[src/rtl/mc_ctrl_pkg.sv]
// Shared definitions for the multi-cycle controller: FSM state encoding, opcode constants,
// ALU operation codes, PC / ALU-B source codes, instruction class encoding and the bundled
// control-word struct driven onto the datapath.
// Optional feature macro used by the controller: MC_CTRL_WAIT_EN (memory wait states).
package mc_ctrl_pkg;

    typedef enum logic [3:0] {
        StFetch,
        StDecode,
        StMemAddr,
        StMemRead,
        StMemWb,
        StMemWrite,
        StRExec,
        StRWb,
        StIExec,
        StIWb,
        StBranch,
        StJump
    } state_e;

    typedef enum logic [2:0] {
        ClsLoad,
        ClsStore,
        ClsR,
        ClsBranch,
        ClsJump,
        ClsImm,
        ClsIllegal
    } op_class_e;

    // Opcodes (IR[31:26])
    localparam logic [5:0] OpRType = 6'h00;
    localparam logic [5:0] OpJ     = 6'h02;
    localparam logic [5:0] OpBeq   = 6'h04;
    localparam logic [5:0] OpBne   = 6'h05;
    localparam logic [5:0] OpAddi  = 6'h08;
    localparam logic [5:0] OpAddiu = 6'h09;
    localparam logic [5:0] OpSlti  = 6'h0A;
    localparam logic [5:0] OpSltiu = 6'h0B;
    localparam logic [5:0] OpAndi  = 6'h0C;
    localparam logic [5:0] OpOri   = 6'h0D;
    localparam logic [5:0] OpXori  = 6'h0E;
    localparam logic [5:0] OpLw    = 6'h23;
    localparam logic [5:0] OpSw    = 6'h2B;

    // ALU operation codes
    localparam logic [2:0] AluAdd   = 3'd0;
    localparam logic [2:0] AluSub   = 3'd1;
    localparam logic [2:0] AluFunct = 3'd2;
    localparam logic [2:0] AluSlt   = 3'd3;
    localparam logic [2:0] AluSltu  = 3'd4;
    localparam logic [2:0] AluAnd   = 3'd5;
    localparam logic [2:0] AluOr    = 3'd6;
    localparam logic [2:0] AluXor   = 3'd7;

    // PC source select
    localparam logic [1:0] PcSrcAlu    = 2'd0;
    localparam logic [1:0] PcSrcAluOut = 2'd1;
    localparam logic [1:0] PcSrcJump   = 2'd2;

    // ALU B operand select
    localparam logic [1:0] SrcBReg   = 2'd0;
    localparam logic [1:0] SrcBFour  = 2'd1;
    localparam logic [1:0] SrcBImm   = 2'd2;
    localparam logic [1:0] SrcBImmSh = 2'd3;

    typedef struct packed {
        logic       pc_write;
        logic       pc_write_cond;
        logic       branch_ne;
        logic [1:0] pc_source;
        logic       i_or_d;
        logic       mem_read;
        logic       mem_write;
        logic       ir_write;
        logic       reg_dst;
        logic       mem_to_reg;
        logic       reg_write;
        logic       alu_src_a;
        logic [1:0] alu_src_b;
        logic [2:0] alu_op;
        logic       ext_unsigned;
        logic       instr_done;
        logic       illegal_op;
        logic       bus_err;
    } ctrl_t;

endpackage

[src/rtl/mc_op_decode.sv]
// Combinational opcode decoder for the multi-cycle controller.
// Ports:
//   op_i            opcode to classify
//   op_class_o      instruction class (load/store/R/branch/jump/immediate/illegal)
//   imm_alu_op_o    ALU operation for immediate-class instructions (add otherwise)
//   ext_unsigned_o  1 = zero-extend immediate (andi/ori/xori), 0 = sign-extend
//   legal_o         opcode is supported
module mc_op_decode
    import mc_ctrl_pkg::*;
(
    input  logic [5:0] op_i,
    output op_class_e  op_class_o,
    output logic [2:0] imm_alu_op_o,
    output logic       ext_unsigned_o,
    output logic       legal_o
);

    always_comb begin
        op_class_o     = ClsIllegal;
        imm_alu_op_o   = AluAdd;
        ext_unsigned_o = 1'b0;
        unique case (op_i)
            OpLw:    op_class_o = ClsLoad;
            OpSw:    op_class_o = ClsStore;
            OpRType: op_class_o = ClsR;
            OpBeq,
            OpBne:   op_class_o = ClsBranch;
            OpJ:     op_class_o = ClsJump;
            OpAddi,
            OpAddiu: op_class_o = ClsImm;
            OpSlti: begin
                op_class_o   = ClsImm;
                imm_alu_op_o = AluSlt;
            end
            OpSltiu: begin
                op_class_o   = ClsImm;
                imm_alu_op_o = AluSltu;
            end
            OpAndi: begin
                op_class_o     = ClsImm;
                imm_alu_op_o   = AluAnd;
                ext_unsigned_o = 1'b1;
            end
            OpOri: begin
                op_class_o     = ClsImm;
                imm_alu_op_o   = AluOr;
                ext_unsigned_o = 1'b1;
            end
            OpXori: begin
                op_class_o     = ClsImm;
                imm_alu_op_o   = AluXor;
                ext_unsigned_o = 1'b1;
            end
            default: op_class_o = ClsIllegal;
        endcase
    end

    assign legal_o = (op_class_o != ClsIllegal);

endmodule

[src/rtl/multicycle_control.sv]
// Multi-cycle Moore controller: sequences FETCH/DECODE/execute states and drives every
// datapath select and strobe. Outputs decode from the current state and the latched opcode
// (op_q); the live opcode is only consulted in DECODE for dispatch and the illegal_op pulse.
// Optional macro MC_CTRL_WAIT_EN: memory states stall on mem_ready and time out after
// TIMEOUT consecutive low cycles with a bus_err pulse.
// Ports:
//   clk, reset        rising-edge clock, synchronous active-high reset
//   opcode, funct     IR fields (funct is decoded by the ALU, not here)
//   zero              ALU zero flag (consumed by the PC logic via pc_write_cond/branch_ne)
//   mem_ready         memory completion (wait-state build only)
//   pc_write .. bus_err  datapath control strobes and status pulses
module multicycle_control
    import mc_ctrl_pkg::*;
#(
    parameter int unsigned TIMEOUT = 16
) (
    input  logic       clk,
    input  logic       reset,
    input  logic [5:0] opcode,
    input  logic [5:0] funct,
    input  logic       zero,
    input  logic       mem_ready,
    output logic       pc_write,
    output logic       pc_write_cond,
    output logic       branch_ne,
    output logic [1:0] pc_source,
    output logic       i_or_d,
    output logic       mem_read,
    output logic       mem_write,
    output logic       ir_write,
    output logic       reg_dst,
    output logic       mem_to_reg,
    output logic       reg_write,
    output logic       alu_src_a,
    output logic [1:0] alu_src_b,
    output logic [2:0] alu_op,
    output logic       ext_unsigned,
    output logic       instr_done,
    output logic       illegal_op,
    output logic       bus_err
);

    state_e     state_q, state_d;
    logic [5:0] op_q, op_d;

    // Decode of the live opcode: used only for DECODE dispatch
    op_class_e  in_class;
    logic       in_legal;
    logic [2:0] unused_in_alu_op;
    logic       unused_in_ext;

    // Decode of the latched opcode: drives execute-phase selects
    op_class_e  q_class;
    logic [2:0] q_alu_op;
    logic       q_ext;
    logic       unused_q_legal;

    mc_op_decode u_in_decode (
        .op_i           (opcode),
        .op_class_o     (in_class),
        .imm_alu_op_o   (unused_in_alu_op),
        .ext_unsigned_o (unused_in_ext),
        .legal_o        (in_legal)
    );

    mc_op_decode u_q_decode (
        .op_i           (op_q),
        .op_class_o     (q_class),
        .imm_alu_op_o   (q_alu_op),
        .ext_unsigned_o (q_ext),
        .legal_o        (unused_q_legal)
    );

    logic stall;
    logic timeout;

`ifdef MC_CTRL_WAIT_EN
    localparam int unsigned CntW = $clog2(TIMEOUT + 1);

    logic [CntW-1:0] wait_cnt_q, wait_cnt_d;
    logic            mem_state;

    assign mem_state = (state_q == StFetch) || (state_q == StMemRead) ||
                       (state_q == StMemWrite);
    assign stall     = mem_state && !mem_ready;
    // The TIMEOUT-th consecutive low cycle is the one that raises bus_err
    assign timeout   = stall && (wait_cnt_q == CntW'(TIMEOUT - 1));

    always_comb begin
        wait_cnt_d = wait_cnt_q;
        if (timeout || (state_d != state_q)) begin
            wait_cnt_d = '0;
        end else if (stall) begin
            wait_cnt_d = wait_cnt_q + CntW'(1);
        end
    end

    logic unused_sig;
    assign unused_sig = ^{funct, zero, unused_in_alu_op, unused_in_ext, unused_q_legal};
`else
    assign stall   = 1'b0;
    assign timeout = 1'b0;

    logic unused_sig;
    assign unused_sig = ^{funct, zero, mem_ready, unused_in_alu_op, unused_in_ext,
                          unused_q_legal, (TIMEOUT == 0)};
`endif

    // Next-state logic
    always_comb begin
        state_d = state_q;
        op_d    = op_q;
        unique case (state_q)
            StFetch: begin
                if (!stall) state_d = StDecode;
            end
            StDecode: begin
                op_d = opcode;
                unique case (in_class)
                    ClsLoad,
                    ClsStore:  state_d = StMemAddr;
                    ClsR:      state_d = StRExec;
                    ClsBranch: state_d = StBranch;
                    ClsJump:   state_d = StJump;
                    ClsImm:    state_d = StIExec;
                    default:   state_d = StFetch;
                endcase
            end
            StMemAddr:  state_d = (q_class == ClsStore) ? StMemWrite : StMemRead;
            StMemRead: begin
                if (!stall) state_d = StMemWb;
            end
            StMemWb:    state_d = StFetch;
            StMemWrite: begin
                if (!stall) state_d = StFetch;
            end
            StRExec:    state_d = StRWb;
            StRWb:      state_d = StFetch;
            StIExec:    state_d = StIWb;
            StIWb:      state_d = StFetch;
            StBranch:   state_d = StFetch;
            StJump:     state_d = StFetch;
            default:    state_d = StFetch;
        endcase
        // Timeout abandons the instruction without any PC or register update
        if (timeout) state_d = StFetch;
    end

    always_ff @(posedge clk) begin
        if (reset) begin
            state_q    <= StFetch;
            op_q       <= '0;
`ifdef MC_CTRL_WAIT_EN
            wait_cnt_q <= '0;
`endif
        end else begin
            state_q    <= state_d;
            op_q       <= op_d;
`ifdef MC_CTRL_WAIT_EN
            wait_cnt_q <= wait_cnt_d;
`endif
        end
    end

    // Moore output decode; forced to zero while reset is asserted so that an aborted
    // instruction issues no strobes in the reset cycle.
    ctrl_t ctrl;

    always_comb begin
        ctrl              = '0;
        ctrl.ext_unsigned = q_ext;
        unique case (state_q)
            StFetch: begin
                ctrl.mem_read  = 1'b1;
                ctrl.ir_write  = !stall;
                ctrl.pc_write  = !stall;
                ctrl.alu_src_b = SrcBFour;
                ctrl.alu_op    = AluAdd;
            end
            StDecode: begin
                ctrl.alu_src_b  = SrcBImmSh;
                ctrl.alu_op     = AluAdd;
                ctrl.illegal_op = !in_legal;
            end
            StMemAddr: begin
                ctrl.alu_src_a = 1'b1;
                ctrl.alu_src_b = SrcBImm;
                ctrl.alu_op    = AluAdd;
            end
            StMemRead: begin
                ctrl.mem_read = 1'b1;
                ctrl.i_or_d   = 1'b1;
            end
            StMemWb: begin
                ctrl.reg_write  = 1'b1;
                ctrl.mem_to_reg = 1'b1;
                ctrl.instr_done = 1'b1;
            end
            StMemWrite: begin
                ctrl.mem_write  = 1'b1;
                ctrl.i_or_d     = 1'b1;
                ctrl.instr_done = !stall;
            end
            StRExec: begin
                ctrl.alu_src_a = 1'b1;
                ctrl.alu_src_b = SrcBReg;
                ctrl.alu_op    = AluFunct;
            end
            StRWb: begin
                ctrl.reg_write  = 1'b1;
                ctrl.reg_dst    = 1'b1;
                ctrl.instr_done = 1'b1;
            end
            StIExec: begin
                ctrl.alu_src_a = 1'b1;
                ctrl.alu_src_b = SrcBImm;
                ctrl.alu_op    = q_alu_op;
            end
            StIWb: begin
                ctrl.reg_write  = 1'b1;
                ctrl.instr_done = 1'b1;
            end
            StBranch: begin
                ctrl.alu_src_a     = 1'b1;
                ctrl.alu_src_b     = SrcBReg;
                ctrl.alu_op        = AluSub;
                ctrl.pc_write_cond = 1'b1;
                ctrl.pc_source     = PcSrcAluOut;
                ctrl.branch_ne     = (op_q == OpBne);
                ctrl.instr_done    = 1'b1;
            end
            StJump: begin
                ctrl.pc_write   = 1'b1;
                ctrl.pc_source  = PcSrcJump;
                ctrl.instr_done = 1'b1;
            end
            default: ctrl = '0;
        endcase
        ctrl.bus_err = timeout;
        if (reset) ctrl = '0;
    end

    assign pc_write      = ctrl.pc_write;
    assign pc_write_cond = ctrl.pc_write_cond;
    assign branch_ne     = ctrl.branch_ne;
    assign pc_source     = ctrl.pc_source;
    assign i_or_d        = ctrl.i_or_d;
    assign mem_read      = ctrl.mem_read;
    assign mem_write     = ctrl.mem_write;
    assign ir_write      = ctrl.ir_write;
    assign reg_dst       = ctrl.reg_dst;
    assign mem_to_reg    = ctrl.mem_to_reg;
    assign reg_write     = ctrl.reg_write;
    assign alu_src_a     = ctrl.alu_src_a;
    assign alu_src_b     = ctrl.alu_src_b;
    assign alu_op        = ctrl.alu_op;
    assign ext_unsigned  = ctrl.ext_unsigned;
    assign instr_done    = ctrl.instr_done;
    assign illegal_op    = ctrl.illegal_op;
    assign bus_err       = ctrl.bus_err;

endmodule
[config.mk]
export PLATFORM = sky130hd
export DESIGN_NAME = multicycle_control
export DESIGN_NICKNAME = d
export VERILOG_FILES = /design/src/rtl/mc_ctrl_pkg.sv /design/src/rtl/mc_op_decode.sv /design/src/rtl/multicycle_control.sv
export SDC_FILE = /design/constraint.sdc
export NUM_CORES = 1
export LEC_CHECK = 0
export CAP_MARGIN = 40
export CORE_MARGIN = 2
export CORE_UTILIZATION = 35
export CTS_BUF_LIST = sky130_fd_sc_hd__clkbuf_4 sky130_fd_sc_hd__clkbuf_8 sky130_fd_sc_hd__clkbuf_16
export CTS_CLUSTER_SIZE = 30
export DETAILED_ROUTE_END_ITERATION = 10
export PLACE_DENSITY = 0.71
export SYNTH_ARGS = -nofsm -noshare
export SYNTH_HDL_FRONTEND = slang
export SYNTH_SLANG_ARGS = --single-unit
export TNS_END_PERCENT = 20
[constraint.sdc]
create_clock -name clk -period 2.2 [get_ports clk]
set_clock_uncertainty 0.15 [all_clocks]
set_input_delay 0.33 -clock clk [delete_from_list [all_inputs] [get_ports clk]]
set_output_delay 0.33 -clock clk [all_outputs]
set_load 0.05 [all_outputs]
* Word-level counts from Yosys, hierarchy flattened
Index checks and enable logic that the tools add are counted.
** Word-level totals
- Bits of input ports :: 16
- Output and inout port bits :: 22
- Word-level logic and storage cells :: 85
- Bits in registers :: 10
** Cells by class
- Reductions and logical operators :: 18
- Mux-type cells :: 23
- Equality and inequality tests :: 42
** Operators with widths (count)
- $eq A6 B4 Y1 const B :: 14
- $pmux W3 S6 :: 2
- $pmux W5 S6 :: 1
- $eq A6 B3 Y1 const B :: 4
- $eq A6 B6 Y1 const B :: 4
- $pmux W4 S6 :: 1
- $mux W22 :: 1
- $pmux W4 S5 :: 1
- $eq A4 B3 Y1 const B :: 4
- $eq A4 B4 Y1 const B :: 4
- $pmux W3 S5 :: 1
- $reduce_or A7 Y1 :: 2
- $mux W1 :: 13
- $eq A6 B2 Y1 const B :: 2
- $logic_not A6 Y1 :: 2
- $reduce_or A12 Y1 :: 1
- $reduce_or A2 Y1 :: 6
- $eq A4 B2 Y1 const B :: 2
- $eq A3 B1 Y1 const B :: 2
- $eq A3 B2 Y1 const B :: 2
- $eq A3 B3 Y1 const B :: 2
- $reduce_or A3 Y1 :: 2
- $reduce_or A6 Y1 :: 1
- $eq A4 B1 Y1 const B :: 1
- 8 further kinds :: 8

* Logic depth before layout (Yosys ltp)
- Depth in word-level cells :: 7
- Gate-level depth with buffers :: 9
- Depth with buffers taken out :: 9

* By module
Synthesis repeated with hierarchy kept, for this count alone.
** Unflattened totals
- Cells, all modules :: 168
- Area total of the unflattened synthesis :: 1161.1 um^2
** By module, submodules not included
- multicycle_control :: instances 1, cells each 108, seq. area each 200.2 um^2, area each 820.8 um^2
- mc_op_decode :: instances 2, cells each 30, seq. area each 0.0 um^2, area each 170.2 um^2

* Least setup slack after synthesis
OpenSTA, ideal clock, no wires.
- Path type :: reg-to-output
- Start :: register state_q[2]
- End :: output port alu_op[2]
- Data arrival time :: 2.441 ns
- Cell stages (with the launch flop) :: 5
- Path slack :: -0.721 ns
- Path buffers :: 1
- Cell sequence :: dfxtp_1 > buf_6 > nand2b_1 > or3_1 > nor4_1
** On the way
- Cells in the longest elaborated chain, start to end :: 3
** Ends and longest elaborated chain
- from (decl) :: RTL line multicycle_control.sv:43 : state_e state_q, state_d;
- from (signal assigned) :: RTL line multicycle_control.sv:151 : state_q <= StFetch;
- from (signal assigned) :: RTL line multicycle_control.sv:157 : state_q <= state_d;
- $eq A4 B4 Y1, or another cell as far along :: RTL line multicycle_control.sv:172 : unique case (state_q)
- $pmux W5 S6 (*) :: RTL line multicycle_control.sv:172
- $mux W22 (*) :: RTL line multicycle_control.sv:240 : if (reset) ctrl = '0;
- to (decl) :: RTL line multicycle_control.sv:36 : output logic [2:0] alu_op,
Mark *: on every way between the ends. The rest lies on a longest branch, timed or not.

* Worst setup path in the final report
- Start :: input port opcode[5]
- End :: output port illegal_op
** On the way
- Cells in the longest elaborated chain, start to end :: 7
** Ends and longest elaborated chain
- from (decl) :: RTL line multicycle_control.sv:19 : input logic [5:0] opcode,
- $eq A6 B4 Y1 or $eq A6 B3 Y1 (tied branches) :: RTL line mc_op_decode.sv:22 : unique case (op_i)
- $reduce_or A7 Y1 (no line) or $reduce_or A2 Y1 (tied branches)
- $pmux W3 S6 (*) :: RTL line mc_op_decode.sv:22
- $ne A3 B3 Y1 (*) :: RTL line mc_op_decode.sv:58 : assign legal_o = (op_class_o != ClsIllegal);
- $logic_not A1 Y1 (*) :: RTL line multicycle_control.sv:183 : ctrl.illegal_op = !in_legal;
- $mux W1 (*) :: RTL line multicycle_control.sv:172
- $mux W22 (*) :: RTL line multicycle_control.sv:240
- to (decl) :: RTL line multicycle_control.sv:39 : output logic illegal_op,
Marked as above.

==> metrics <==
CP startpoint kind=primary input; DRC=0; max-cap viol count=0; CP Capture Type=output port; drt via density=5.46; hold worst-path end=op_q[3]$_SDFFE_PP0P_; H-tree levels=1; 1st-iter DRT viols=17; nets@finish=216; Die X=56.5 um; Seq/Total Area, Yosys=0.208; Core Area=2690 um2; ant diodes=0; top-area cell type share of the netlist area=0.208; Fin. Hold Viols=0; global-route wire length before repair=5120 um; gr ovfl total=0; Req. time, crit path=1.72 ns; Max Slew Vio Count=0; P_leak=0.739 nW; clock transition at the registers of the reported paths=0.06 ns; GRT Resource Usage Total=0.200; fillers=211; Post-CTS Hold Fix Bufs=0; critical path type=in2out; warning count from the yosys run=0; initial cell density of the core=0.359; r2r setup slk=0.25 ns; RePlAce Congestion=0.858; setup violators final=1; Root Buffer Master=clkbuf_4; hold_ws=0.262 ns; r2r startpoint=state_q[3]$_SDFF_PP0_; synthesized cell area=963 um2; Slew HR=0.552; area delta synth->final=92.7%; Async S/R FF share, synth=0; count leader, synth=nand2_1; top cell type by total area after synthesis=dfxtp_1; syn_nets=158; outcome=complete, but fails checks; largest net degree at the start of global routing=14; Worst-Skew Late Latency=0.28 ns; RSZ-0062 raised after global routing=yes; synth cell count leaders=nand2_1, nor2_1, a21oi_1, dfxtp_1, nor3_1; row cnt=19; total wire length=3160 um; worst path arrival time=1.76 ns; initial antenna violation count=0; final instance area=1860 um2; Initial DRT Pass Iterations=4; fmax=447 MHz; Synth area leaders=dfxtp_1, nand2_1, a21oi_1; Final WS setup=-0.0387 ns; chip height=56.5 um; EDFF count, synth=0; WL/cell=13.9 um; Setup WS pre-CTS=-0.711 ns; clk sink count=10; final worst path period share=1.02; antenna viol nets, final=0; Vias=1240; Post-DP Area=1690 um2; Num CTS Buffers=3; synthesis-stage register bit count=10; cell depth of the worst hold path=4; setup TNS=-0.0387 ns; crit path max fanout=4; pwr dens=344 nW/um2; Post-Syn Instances=139; CTS tree=yes; I/O Buffers=28; num ports=38; post-layout min period=2.24 ns; post-route insts no fill=227; actual slew at the worst max-slew pin=0.667 ns; min-delay src=opcode[3]; Post-Syn Area per Cell=6.93 um2; reg2reg path depth=3; Placed Cells=220; Post-DP HPWL=2330 um; number of distinct library cells after synthesis=45; Post-synth top flop=dfxtp_1; number of global-route vias before repair=1252; r2r endpoint=state_q[3]$_SDFF_PP0_; worst ir drop on vdd=0.339 mV; CTS max path bufs=2; layout cells sized above 1=0.474; Worst Hold Class=in2reg; failing checks=setup timing; die area=3190 um2
==> critical path, cell delays in order <==
cell and delay (ns):
buf_2 0.11, buf_4 0.14, nor2_1 0.26, nand3_2 0.17
nand2_2 0.11, inv_2 0.05, ha_4 0.17, o31ai_4 0.06
buf_4 0.16, nor2_2 0.04, buf_6 0.14
==> cells by family (layout without fill, tap and decap cells) <==
group / Yosys count / after routing / synth area share
other cells: 1 / 1 / 0.00389
mux: 1 / 1 / 0.0104
compound gates: 31 / 31 / 0.213
fa+ha+maj: 3 / 3 / 0.0390
flops: 10 / 10 / 0.208
xor+xnor: 2 / 2 / 0.0182
buf+inv: 16 / 73 / 0.0870
simple gates: 75 / 75 / 0.421
==> per-stage QoR <==
stage / total power [mW] / util
floorplan: 0.334 / -
global placement: 0.440 / 0.629
detailed placement: 0.447 / 0.629
CTS: 0.631 / 0.679
global route: 0.663 / 0.691
finish: 0.639 / 0.691
==> final cells by class <==
cell class,count,area (um2),share of cell area
clock buffers,4,36.3,0.0195
repair buffers,64,742,0.400
flip-flops and latches,10,205,0.111
well taps,31,38.8,0.0209
multi-input cells,113,816,0.439
inverters,5,18.8,0.0101
==> flip-flops by register name (all words and copies together) (netlist names) <==
name	count
op_q	6
state_q	4
==> metal layers <==
layer / up-vias / global-route usage / part of all wire
met3: 11 / 0.0207 / 0.026
li1: 618 / - / -
met1: 577 / 0.187 / 0.38
met4: 0 / 0.143 / 0.036
met5: - / 0 / 0
met2: 34 / 0.390 / 0.56
==> power breakdown <==
| group | switching [mW] | internal (mW) | total (mW) | leakage [nW] |
|---|---|---|---|---|
| Sequential | 0.0156 | 0.192 | 0.207 | 0.0834 |
| Combinational | 0.139 | 0.125 | 0.264 | 0.634 |
| Clock | 0.0666 | 0.101 | 0.167 | 0.0210 |
==> how the worst max path moves through the flow <==
stage                                from               endpoint  slack, ns  depth (start not counted)
floorplan           state_q[2]$_SDFF_PP0_               mem_read      -0.44                          3
global placement                opcode[2]  state_q[3]$_SDFF_PP0_      -0.56                         10
detailed placement              opcode[2]  state_q[3]$_SDFF_PP0_      -0.71                         10
CTS                  op_q[2]$_SDFFE_PP0P_              alu_op[1]       0.01                          6
global route        state_q[2]$_SDFF_PP0_              alu_op[2]      -0.07                          4
finish                          opcode[5]             illegal_op      -0.04                         11
==> what timing repair did <==
| item | 4_1_cts | 5_1_grt |
|---|---|---|
| gates resized for setup | 41 | 9 |
| buffers inserted | 3 | 0 |
| setup endpoints to repair | 8 | 10 |
| pin swaps | 5 | 3 |
| gates cloned | 0 | 0 |
==> layout by cell type, fill, tap and decap left out, drive strengths merged, types with 5 or more instances in the layout <==
master	Yosys	routed
dfxtp	10	10
buf	5	61
nor2	12	12
nor4	5	5
nand3	5	5
inv	5	5
a21oi	11	11
nand2b	5	5
nor3	9	9
nand2	22	22
Note: power is estimated with default switching activity, not from simulation.
